===== config.mk =====
export PLATFORM = sky130hd
export DESIGN_NAME = grn_attractor_ctrl
export DESIGN_NICKNAME = d
export VERILOG_FILES = /design/src/rtl/grn_attractor_ctrl.sv
export SDC_FILE = /design/constraint.sdc
export NUM_CORES = 1
export LEC_CHECK = 0
export BUFFER_PORTS_ARGS = -buffer_cell sky130_fd_sc_hd__buf_2
export CAP_MARGIN = 0
export CORE_ASPECT_RATIO = 2
export CORE_MARGIN = 10
export CORE_UTILIZATION = 56
export CTS_CLUSTER_DIAMETER = 100
export CTS_CLUSTER_SIZE = 25
export DETAILED_ROUTE_END_ITERATION = 10
export HOLD_SLACK_MARGIN = 0.06
export PLACE_DENSITY = 0.83
export SLEW_MARGIN = 5
export SYNTH_ARGS = -nofsm -noshare
export SYNTH_HDL_FRONTEND = slang
export SYNTH_SLANG_ARGS = --single-unit
export TNS_END_PERCENT = 10

===== constraint.sdc =====
create_clock -name clk -period 2.75 [get_ports clk]
set_input_delay 0.55 -clock clk [delete_from_list [all_inputs] [get_ports clk]]
set_output_delay 0.55 -clock clk [all_outputs]
set_load 0.03 [all_outputs]

===== src/rtl/grn_attractor_ctrl.sv =====
// Floyd cycle-detection sequencer for a bank of two-state network nodes.
// Drives load/step strobes and reports meet point, attractor period and state.
module grn_attractor_ctrl #(
    parameter int N_NODES   = 4,
    parameter int CNT_W     = 16,
    parameter int MAX_STEPS = 65535
) (
    input  logic               clk,
    input  logic               rst,
    input  logic               start,
    input  logic [N_NODES-1:0] init_vector,
    input  logic [N_NODES-1:0] icos_s0,
    input  logic [N_NODES-1:0] icos_s1,
    output logic               reset_nos,
    output logic [N_NODES-1:0] init_state,
    output logic               start_s0,
    output logic               start_s1,
    output logic               busy,
    output logic               done,
    output logic               timeout,
    output logic [CNT_W-1:0]   meet_steps,
    output logic [CNT_W-1:0]   period,
    output logic [N_NODES-1:0] attractor
);

    localparam logic [CNT_W-1:0] MAX_C = CNT_W'(MAX_STEPS);

    typedef enum logic [2:0] {IDLE, LOAD, MEET, PERIOD, DONE} state_t;

    state_t           state, state_nxt;
    logic [CNT_W-1:0] hcnt, pcnt;
    logic             same, hit, phit, h_max, p_max;

    assign same  = (icos_s0 == icos_s1);
    // Tortoise lags by exactly half the hare count only after an even number of pulses.
    assign hit   = (hcnt != '0) && !hcnt[0] && same;
    assign phit  = (pcnt != '0) && same;
    assign h_max = (hcnt == MAX_C);
    assign p_max = (pcnt == MAX_C);

    always_comb begin
        state_nxt = state;
        reset_nos = 1'b0;
        start_s0  = 1'b0;
        start_s1  = 1'b0;
        busy      = (state != IDLE);
        done      = 1'b0;
        case (state)
            IDLE:   if (start) state_nxt = LOAD;
            LOAD: begin
                reset_nos = 1'b1;
                state_nxt = MEET;
            end
            MEET: begin
                start_s0 = !hit && !h_max;
                start_s1 = !hit && !h_max;
                if (hit)        state_nxt = PERIOD;
                else if (h_max) state_nxt = DONE;
            end
            PERIOD: begin
                start_s1 = !phit && !p_max;
                if (phit || p_max) state_nxt = DONE;
            end
            DONE: begin
                done      = 1'b1;
                state_nxt = IDLE;
            end
            default: state_nxt = IDLE;
        endcase
    end

    always_ff @(posedge clk) begin
        if (rst) begin
            state      <= IDLE;
            hcnt       <= '0;
            pcnt       <= '0;
            init_state <= '0;
            timeout    <= 1'b0;
            meet_steps <= '0;
            period     <= '0;
            attractor  <= '0;
        end else begin
            state <= state_nxt;
            if (state == IDLE && start) begin
                init_state <= init_vector;
                hcnt       <= '0;
                pcnt       <= '0;
                timeout    <= 1'b0;
                meet_steps <= '0;
                period     <= '0;
                attractor  <= '0;
            end
            if (state == MEET) begin
                if (start_s1) hcnt <= hcnt + 1'b1;
                if (hit) begin
                    meet_steps <= hcnt;
                    attractor  <= icos_s0;
                    pcnt       <= '0;
                end else if (h_max) begin
                    timeout <= 1'b1;
                    period  <= '0;
                end
            end
            if (state == PERIOD) begin
                if (start_s1) pcnt <= pcnt + 1'b1;
                if (phit) begin
                    period <= pcnt;
                end else if (p_max) begin
                    timeout <= 1'b1;
                    period  <= '0;
                end
            end
        end
    end

endmodule


==> results.md, run 1 <==
* RSZ-0062 raised after global routing: no
* Gate Count Post-Synth at 407
* Grt ovf at 0
* Clk_lat worst skew at 0.34 ns
* Final Worst Setup Slack at 0.127 ns
* Final routed DRC violation total at 0
* Syn Nets at 426
* Routed WL at 10500 um
* Peak supply drop at 0.000402 V
* Post-CTS Hold Buffers at 0
* Area of the multi-input gates at 1890 um^2
* H-tree depth at 3
* Max frequency at 381 MHz
* HPWL Detailed at 7870 um
* Initial antenna violation count at 0
* WS Path Type: reg2out
* Post-layout nets at 494
* Crit. End Element: output pin
* Hold Slack at 0.454 ns
* Yosys warning total at 0
* Critical-path maximum fanout at 10
* Dpl cells at 548
* Detailed-route via count at 3501
* Max-Cap Viols at 0
* CP top delay family: simple AND/OR/NAND/NOR gates
* Setup_tns at 0 ns
* Number of synthesized flops with an enable pin at 0
* First-pass GRT wire length at 17200 um
* IO Port Bufs at 60
* CTS Buf Count at 9
* Worst Setup Start Kind: register
* Fin. Hold Viols at 0
* Critical path, cell by cell: inv_1, ha_1, nor4b_4, nand4_2, a21oi_4, nand2_4, nand2_1, buf_2
* Min cycle time layout at 2.62 ns
* CTS tree: done
* Seq cells post-synth at 76
* Vias per cell at 6.21
* Vias in the first global route at 3633
* Die footprint at 10100 um^2
* Placement Setup Slack at 0.309 ns
* Seq/Total Area, Yosys at 42.9%
* Finished layout cell area at 4290 um^2
* Power density cells at 551 nW/um^2
* FP Rows at 41
* Least-Margin Pin Slew at 0.607 ns
* Mapped cell area at 3540 um^2
* Die W at 76.2 um
* Worst reg2reg startpoint: pcnt[1]
* Buf/Inv on CP at 2
* Post-Place Cell Area at 3990 um^2
* Count of cell types in the netlist at 53
* Initial core utilization at 56.6%
* Drt wl/cell at 18.7 um
* Final antenna-violating net count at 0
* Syn avg cell area at 8.71 um^2
* Max Slew Vio Count at 0
* Status: finished, final reports clean
* Root Buffer: clkbuf_16
* Final period util at 95.4%
* Drt pass-1 iters at 5
* Clock skew at 0.00602 ns
* Max clock buf depth at 2
* Async SR Flop Fraction at 0%
* Worst Hold Class: in2reg
* Area Growth Syn to Fin at 20.9%
* Fraction of layout cells with a size suffix above 1 at 25.3%
* Largest net degree at the start of global routing at 29
* Initial drt markers at 216
* Top_reg_cell synth: dfxtp_1
* Pleak at 1.66 nW
* Gpl congestion at 0.990
* Post-Layout Cell Count at 564
* Clock sink count at 76
* Total Routing Usage GR at 20.6%
* FILL cells at 541
* Slew margin rel. at 59.3%
* Crit path arrival time at 2.07 ns
* Clock transition at the registers of the reported paths at 0.05 ns
* Hold Startpoint: init_vector[3]
* N_diodes at 0
* Die height at 132 um
* CP peak stage delay at 0.36 ns
* Core area at 6260 um^2
* Setup crit start: pcnt[1]
* Setup violators final at 0
* Slowest CP cell: dfxtp_1
* Required time worst endpoint at 2.20 ns
* Num ports at 61
* Sequential Area at 1520 um^2
[placed cells by master, fill, tap and decap left out, types with 7 or more instances in the layout]
| cell type | instances |
|---|---|
| a22o_1 | 16 |
| buf_2 | 60 |
| inv_1 | 11 |
| nor2_1 | 22 |
| nand2_1 | 49 |
| or4_1 | 8 |
| buf_4 | 22 |
| a21oi_1 | 48 |
| nand3b_1 | 8 |
| clkbuf_16 | 9 |
| o21ai_0 | 12 |
| o311ai_0 | 7 |
| nor3_1 | 14 |
| dfxtp_1 | 74 |
| nand4_1 | 9 |
| nand3_1 | 33 |
[Yosys cell counts (all sizes together) (2+ instances only)]
cell | number | area [um^2]
dfxtp | 76 | 1520
nand2 | 51 | 201
a21oi | 49 | 257
nand3 | 35 | 185
nor2 | 23 | 88.8
a22o | 16 | 140
clkbuf | 16 | 60.1
nor3 | 15 | 86.3
nand4 | 12 | 103
o21ai | 12 | 60.1
inv | 11 | 41.3
buf | 9 | 56.3
nand3b | 8 | 60.1
or4 | 8 | 60.1
nor4 | 7 | 88.8
o311ai | 7 | 61.3
and3 | 5 | 31.3
a311oi | 4 | 35.0
ha | 4 | 50.1
nor3b | 4 | 35.0
nor4b | 4 | 47.6
xnor2 | 4 | 35.0
a211oi | 3 | 27.5
and4 | 3 | 27.5
o41ai | 3 | 26.3
a31o | 2 | 17.5
a31oi | 2 | 12.5
and2 | 2 | 12.5
o2111ai | 2 | 17.5
or3 | 2 | 12.5
[worst paths after layout]
check / slack [ns] / cells past startpoint / end
max: 0.13 / 8 / start_s1
min reg2reg: 0.46 / 2 / init_state[0]
max reg2reg: 0.35 / 8 / pcnt[6]
min: 0.45 / 3 / init_state[3]
[through the flow]
step                power (mW)  util (%)
detailed placement        1.34      63.8
finish                    2.36      68.5
CTS                       2.37      68.1
global placement          1.33      63.8
floorplan                 1.26         -
global route              2.44      68.5
[per-layer routing]
metal	up-vias	share of wire, %	GRT usage, %
li1	1649	-	-
met1	1694	33	18.1
met2	120	57	39.5
met3	38	5.3	4.88
met4	0	4.6	14.1
met5	-	0	0
[sequential cells by signal (all words and copies together) (netlist names)]
signal	cells
hcnt	16
period	16
attractor	4
timeout	1
init_state	4
state	3
pcnt	16
meet_steps	16
[power breakdown]
part / leakage [nW] / internal [mW] / switching (mW) / total (mW)
clock: 0.131 / 0.620 / 0.425 / 1.04
sequential: 0.614 / 1.11 / 0.00809 / 1.12
combinational: 0.920 / 0.0631 / 0.137 / 0.200
total: 1.66 / 1.79 / 0.570 / 2.36
[logic make-up after synthesis]
logic type	share of synthesized area [%]
AOI/OAI and AO/OA	20.6
adders and majority gates	1.41
and+or+nand+nor	29.6
DFF	42.9
buffers and inverters	4.45
xor gates and xnor gates	0.989
[what timing repair did]
item                                    4_1_cts  5_1_grt
gates resized for setup                       1        4
pin swaps                                     1        4
buffers inserted                              0        2
endpoints found under the setup margin        1        2
[worst min-delay path, stage by stage]
cell	delay (ns)
buf_2	0.09
nand2_1	0.04
a21oi_1	0.05
[layout make-up]
type / instances / area share [%]
Multi-Input combinational cell: 295 / 44.1
Sequential cell: 76 / 35.6
Timing Repair Buffer: 82 / 10.9
Clock buffer: 11 / 5.66
Tap cell: 86 / 2.51
Inverter: 11 / 0.964
Clock inverter: 3 / 0.350
Note: power is estimated with default switching activity, not from simulation.
==> run 2: changes to the inputs <==
--- a/config.mk
+++ b/config.mk
@@ -5,11 +5,12 @@
 export SDC_FILE = /design/constraint.sdc
 export NUM_CORES = 1
 export LEC_CHECK = 0
+export ABC_AREA = 1
 export BUFFER_PORTS_ARGS = -buffer_cell sky130_fd_sc_hd__buf_2
 export CAP_MARGIN = 0
 export CORE_ASPECT_RATIO = 2
 export CORE_MARGIN = 10
-export CORE_UTILIZATION = 56
+export CORE_UTILIZATION = 57
 export CTS_CLUSTER_DIAMETER = 100
 export CTS_CLUSTER_SIZE = 25
 export DETAILED_ROUTE_END_ITERATION = 10
==> results.md, run 2 <==
* Synth area leaders: dfxtp_1, nand2_1, nor2_1, a21oi_1, xor2_1
* Post-layout nets at 642
* Required time worst endpoint at 2.20 ns
* Peak supply drop at 0.000557 V
* Power density cells at 607 nW/um^2
* Clk_lat worst skew at 0.34 ns
* Pleak at 1.94 nW
* Core area at 6890 um^2
* Setup crit start: hcnt[1]
* Most common cell after layout, fill and taps aside: nand2_1
* HPWL Detailed at 7750 um
* Number of synthesized flops with an enable pin at 0
* Clock skew at 0.00794 ns
* Post-CTS Hold Buffers at 0
* Least-Margin Pin Slew at 0.649 ns
* Die footprint at 11000 um^2
* Worst reg2reg startpoint: hcnt[0]
* Top cells by count, synth: nand2_1, nor2_1, dfxtp_1
* Count of cell types in the netlist at 34
* Dpl cells at 702
* Initial core utilization at 58.4%
* Crit. End Element: output pin
* Area Growth Syn to Fin at 13.2%
* Final routed DRC violation total at 0
* Drt pass-1 iters at 7
* Finished layout cell area at 4550 um^2
* Syn Nets at 597
* First-pass GRT wire length at 17200 um
* Max clock buf depth at 2
* Largest net degree at the start of global routing at 35
* IO Port Bufs at 60
* Root Buffer: clkbuf_16
* Initial antenna violation count at 0
* Drt wl/cell at 14.5 um
* Slew margin rel. at 56.6%
* Hold depth at 3
* Area of the multi-input gates at 2130 um^2
* Synth top area share at 37.8%
* WS Path Type: reg2out
* Worst Setup Start Kind: register
* Max Slew Vio Count at 0
* Cell with the most instances after synthesis: nand2_1
* Comb power frac at 16.2%
* Yosys warning total at 0
* Placement Setup Slack at 0.364 ns
* Sequential Area at 1520 um^2
* R2R depth at 10
* Routed WL at 10400 um
* Vias in the first global route at 3682
* CTS tree: done
* Fin. Hold Viols at 0
* Crit path arrival time at 2.06 ns
* Grt ovf at 0
* Cell taking the most area after synthesis: dfxtp_1
* Post-Layout Cell Count at 718
* Seq cells post-synth at 76
* Most frequent cells in the layout: nand2_1, nor2_1, dfxtp_1
* Flop-to-flop setup slack at 0.73 ns
* Gpl congestion at 0.903
* Status: finished, final reports clean
* Critical-path maximum fanout at 11
* Die W at 79.4 um
* Final period util at 94.8%
* Syn avg cell area at 6.96 um^2
* Clock transition at the registers of the reported paths at 0.06 ns
* Clock sink count at 76
* Fin util at 66.1%
* Reg power frac at 43.8%
* Final antenna-violating net count at 0
* Seq/Total Area, Yosys at 37.8%
* Sw Share at 30.6%
* Die height at 139 um
* Setup_tns at 0 ns
* Worst setup path endpoint: start_s0
* FILL cells at 647
* Clock power share at 39.9%
* Max frequency at 384 MHz
* FP Rows at 43
* CTS Buf Count at 9
* N_diodes at 0
* Final Worst Setup Slack at 0.143 ns
* Setup violators final at 0
* Min cycle time layout at 2.61 ns
* Postcts setup bufs at 0
* Worst Hold Class: in2reg
* Max-Cap Viols at 0
* Mapped cell area at 4020 um^2
* Top_reg_cell synth: dfxtp_1
* H-tree depth at 3
* Num ports at 61
* Int Pwr at 1.92 mW
* Initial drt markers at 346
* Total Routing Usage GR at 19.4%
* Async SR Flop Fraction at 0%
* RSZ-0062 raised after global routing: no
* Net Switching at 846 uW
* Detailed-route via count at 3813
* Vias per cell at 5.31
* Gate Count Post-Synth at 578
* R2r endpoint: meet_steps[14]
* Fraction of layout cells with a size suffix above 1 at 19.9%
* Post-Place Cell Area at 4270 um^2
run 2: cell count changes after synthesis, moves of 12 or more:
cell / delta
nor2_1: +95
inv_1: +21
a22o_1: -16
xor2_1: +20
nand2_1: +89
a21oi_1: -12
run 2: worst min-delay path by stage:
stage,from,endpoint,slack [ns]
final,init_vector[2],init_state[2],0.43
after global routing,init_vector[2],init_state[2],0.47
after CTS,init_vector[2],init_state[2],0.43
after detailed placement,meet_steps[0],meet_steps[0],0.44
after global placement,meet_steps[0],meet_steps[0],0.44
after floorplan,pcnt[14],pcnt[14],0.45
run 2: cells by family (layout without fill, tap and decap cells):
logic type	after synthesis	count (layout)	synth area share, %
fa+ha+maj	4	4	1.24
simple gates	325	325	35.3
flops	76	76	37.8
xor+xnor	27	27	5.88
compound gates	74	74	10.5
buf+inv	72	122	9.27
run 2: worst max-delay path, stage by stage, from the launching register on:
cell and delay [ns]:
dfxtp_1 0.39, ha_1 0.24, nand3_1 0.13, nor3_1 0.25
nand2_1 0.17, nand3_4 0.18, clkinv_2 0.15, buf_2 0.21
run 2: layer usage:
layer / vias to the layer above / routed length [um] / GRT usage, %
met2: 112 / 5890 / 36.6
met1: 1763 / 3640 / 18.1
met5: - / 0 / 0
met4: 0 / 366 / 10.2
met3: 32 / 514 / 4.74
li1: 1906 / - / -
run 2: what timing repair did:
item,in CTS,in global routing
gates resized for setup,0,1
hold endpoints to repair,0,0
setup endpoints to repair,0,2
run 2: cell type report:
type	count	area share (%)
multi-input combinational	430	46.9
clock buffer	10	5.25
tap	90	2.47
timing repair buffer	68	7.92
inverter	38	3.16
sequential	76	33.4
clock inverter	6	0.880
run 2: power by group through the flow:
stage / Clock (mW) / Sequential [mW] / Combinational (mW)
3_5_place_dp: 0 / 1.23 / 0.448
2_1_floorplan: 0 / 1.22 / 0.377
5_1_grt: 1.16 / 1.22 / 0.503
3_3_place_gp: 0 / 1.23 / 0.437
6_report: 1.10 / 1.21 / 0.449
4_1_cts: 1.12 / 1.21 / 0.450
run 2: metrics by stage:
step	hold slack, ns	power [mW]
floorplan	0.451	1.60
global placement	0.439	1.67
detailed placement	0.441	1.68
CTS	0.432	2.78
global route	0.466	2.88
finish	0.434	2.76
==> run 3: changes to the inputs <==
--- a/config.mk
+++ b/config.mk
@@ -16,6 +16,7 @@
 export DETAILED_ROUTE_END_ITERATION = 10
 export HOLD_SLACK_MARGIN = 0.06
 export PLACE_DENSITY = 0.83
+export REMOVE_ABC_BUFFERS = 1
 export SLEW_MARGIN = 5
 export SYNTH_ARGS = -nofsm -noshare
 export SYNTH_HDL_FRONTEND = slang
==> results.md, run 3 (synthesized netlist as in run 2, its figures left out) <==
* Status: finished, final reports clean
* Post-layout nets at 639
* Clock sink count at 76
* H-tree depth at 3
* IO Port Bufs at 60
* Most frequent cells in the layout: nand2_1, nor2_1, dfxtp_1
* Net Switching at 837 uW
* Die W at 79.4 um
* R2r endpoint: meet_steps[8]
* Max clock buf depth at 2
* Final antenna-violating net count at 0
* Crit. End Element: output pin
* Initial drt markers at 340
* Worst Setup Start Kind: register
* Die height at 139 um
* Worst Hold Class: in2reg
* Vias in the first global route at 3757
* Comb power frac at 15.3%
* Root Buffer: clkbuf_16
* Worst setup path endpoint: start_s0
* Initial antenna violation count at 0
* Flop-to-flop setup slack at 0.64 ns
* CTS Buf Count at 9
* Clk_lat worst skew at 0.35 ns
* WS Path Type: reg2out
* Peak supply drop at 0.000430 V
* Reg power frac at 42.6%
* Vias per cell at 5.34
* Fraction of layout cells with a size suffix above 1 at 19.5%
* Largest net degree at the start of global routing at 45
* Final routed DRC violation total at 0
* Fin. Hold Viols at 0
* Required time worst endpoint at 2.20 ns
* Least-Margin Pin Slew at 0.982 ns
* Max frequency at 398 MHz
* HPWL Detailed at 7270 um
* CTS tree: done
* Core area at 6890 um^2
* Final period util at 91.4%
* Detailed-route via count at 3819
* Num ports at 61
* Crit path arrival time at 1.96 ns
* Int Pwr at 2.03 mW
* RSZ-0062 raised after global routing: no
* Min cycle time layout at 2.51 ns
* Post-Layout Cell Count at 715
* Pleak at 1.93 nW
* Routed WL at 10300 um
* Most common cell after layout, fill and taps aside: nand2_1
* Clock power share at 42.1%
* N_diodes at 0
* Slew margin rel. at 34.5%
* Critical-path maximum fanout at 10
* Drt pass-1 iters at 5
* Power density cells at 628 nW/um^2
* First-pass GRT wire length at 17000 um
* Setup crit start: hcnt[1]
* Setup violators final at 0
* FP Rows at 43
* Drt wl/cell at 14.4 um
* R2R depth at 10
* Dpl cells at 699
* Total Routing Usage GR at 19.1%
* Grt ovf at 0
* Max Slew Vio Count at 0
* Die footprint at 11000 um^2
* Initial core utilization at 58.4%
* Clock transition at the registers of the reported paths at 0.05 ns
* Max-Cap Viols at 0
* Clock skew at 0.00748 ns
* Hold Slack at 0.439 ns
* Area Growth Syn to Fin at 13.4%
* Worst reg2reg startpoint: hcnt[0]
* Setup_tns at 0 ns
* Gpl congestion at 0.898
* Sw Share at 29.2%
run 3: cell count changes in the layout (fill, tap and decap cells not counted), sizes merged:
cell | previous run | this run
buf | 68 | 65
bufinv | 0 | 1
clkinv | 6 | 3
clkbuf | 10 | 12
run 3: per-stage QoR:
| step | util, % | area (um^2) | setup slack (ns) | power (mW) |
|---|---|---|---|---|
| finish | 66.2 | 4560 | 0.237 | 2.86 |
| global route | 66.2 | 4560 | 0.0769 | 2.97 |
| CTS | 66.0 | 4550 | 0.174 | 2.87 |
| detailed placement | 61.6 | 4240 | 0.430 | 1.67 |
| global placement | 61.6 | 4240 | 0.460 | 1.66 |
| floorplan | - | 3790 | 0.518 | 1.53 |
run 3: worst max-delay path, cell delays in order, from the launching register on:
cell and delay (ns):
dfxtp_1 0.39, ha_1 0.26, nand3_1 0.15, nor3_2 0.20
nand2_1 0.13, nand3_4 0.17, clkinv_2 0.13, buf_2 0.20
run 3: power groups by stage:
stage	registers, mW	clock network [mW]	logic [mW]
final	1.22	1.21	0.438
after global routing	1.22	1.26	0.489
after CTS	1.22	1.21	0.439
after detailed placement	1.24	0	0.435
after global placement	1.24	0	0.422
after floorplan	1.24	0	0.288
run 3: worst min path at each step:
| stage | to | cells after the start | from |
|---|---|---|---|
| global route | init_state[0] | 3 | init_vector[0] |
| floorplan | pcnt[14] | 2 | pcnt[14] |
| CTS | init_state[0] | 3 | init_vector[0] |
| detailed placement | meet_steps[4] | 2 | meet_steps[4] |
| global placement | meet_steps[0] | 2 | meet_steps[0] |
| finish | init_state[0] | 3 | init_vector[0] |
run 3: final cells by class:
class,count,area (um^2)
fillers,660,2330
repair buffers,65,338
multi-input cells,430,2140
clock inverters,4,47.5
inverters,38,144
clock buffers,12,256
well taps,90,113
flip-flops and latches,76,1520
run 3: what timing repair did:
action / 4_1_cts / 5_1_grt
hold buffers: 0 / 0
setup endpoints to repair: 0 / 2
setup buffers: 0 / 0
gates resized for setup: 0 / 2
run 3: per-layer routing:
| layer | track usage, % | up-vias | share of wire [%] | wire, um |
|---|---|---|---|---|
| li1 | - | 1902 | - | - |
| met1 | 17.6 | 1751 | 35 | 3640 |
| met2 | 35.2 | 123 | 55 | 5660 |
| met3 | 4.74 | 43 | 4.6 | 476 |
| met4 | 12.3 | 0 | 5.0 | 512 |
| met5 | 0 | - | 0 | 0 |
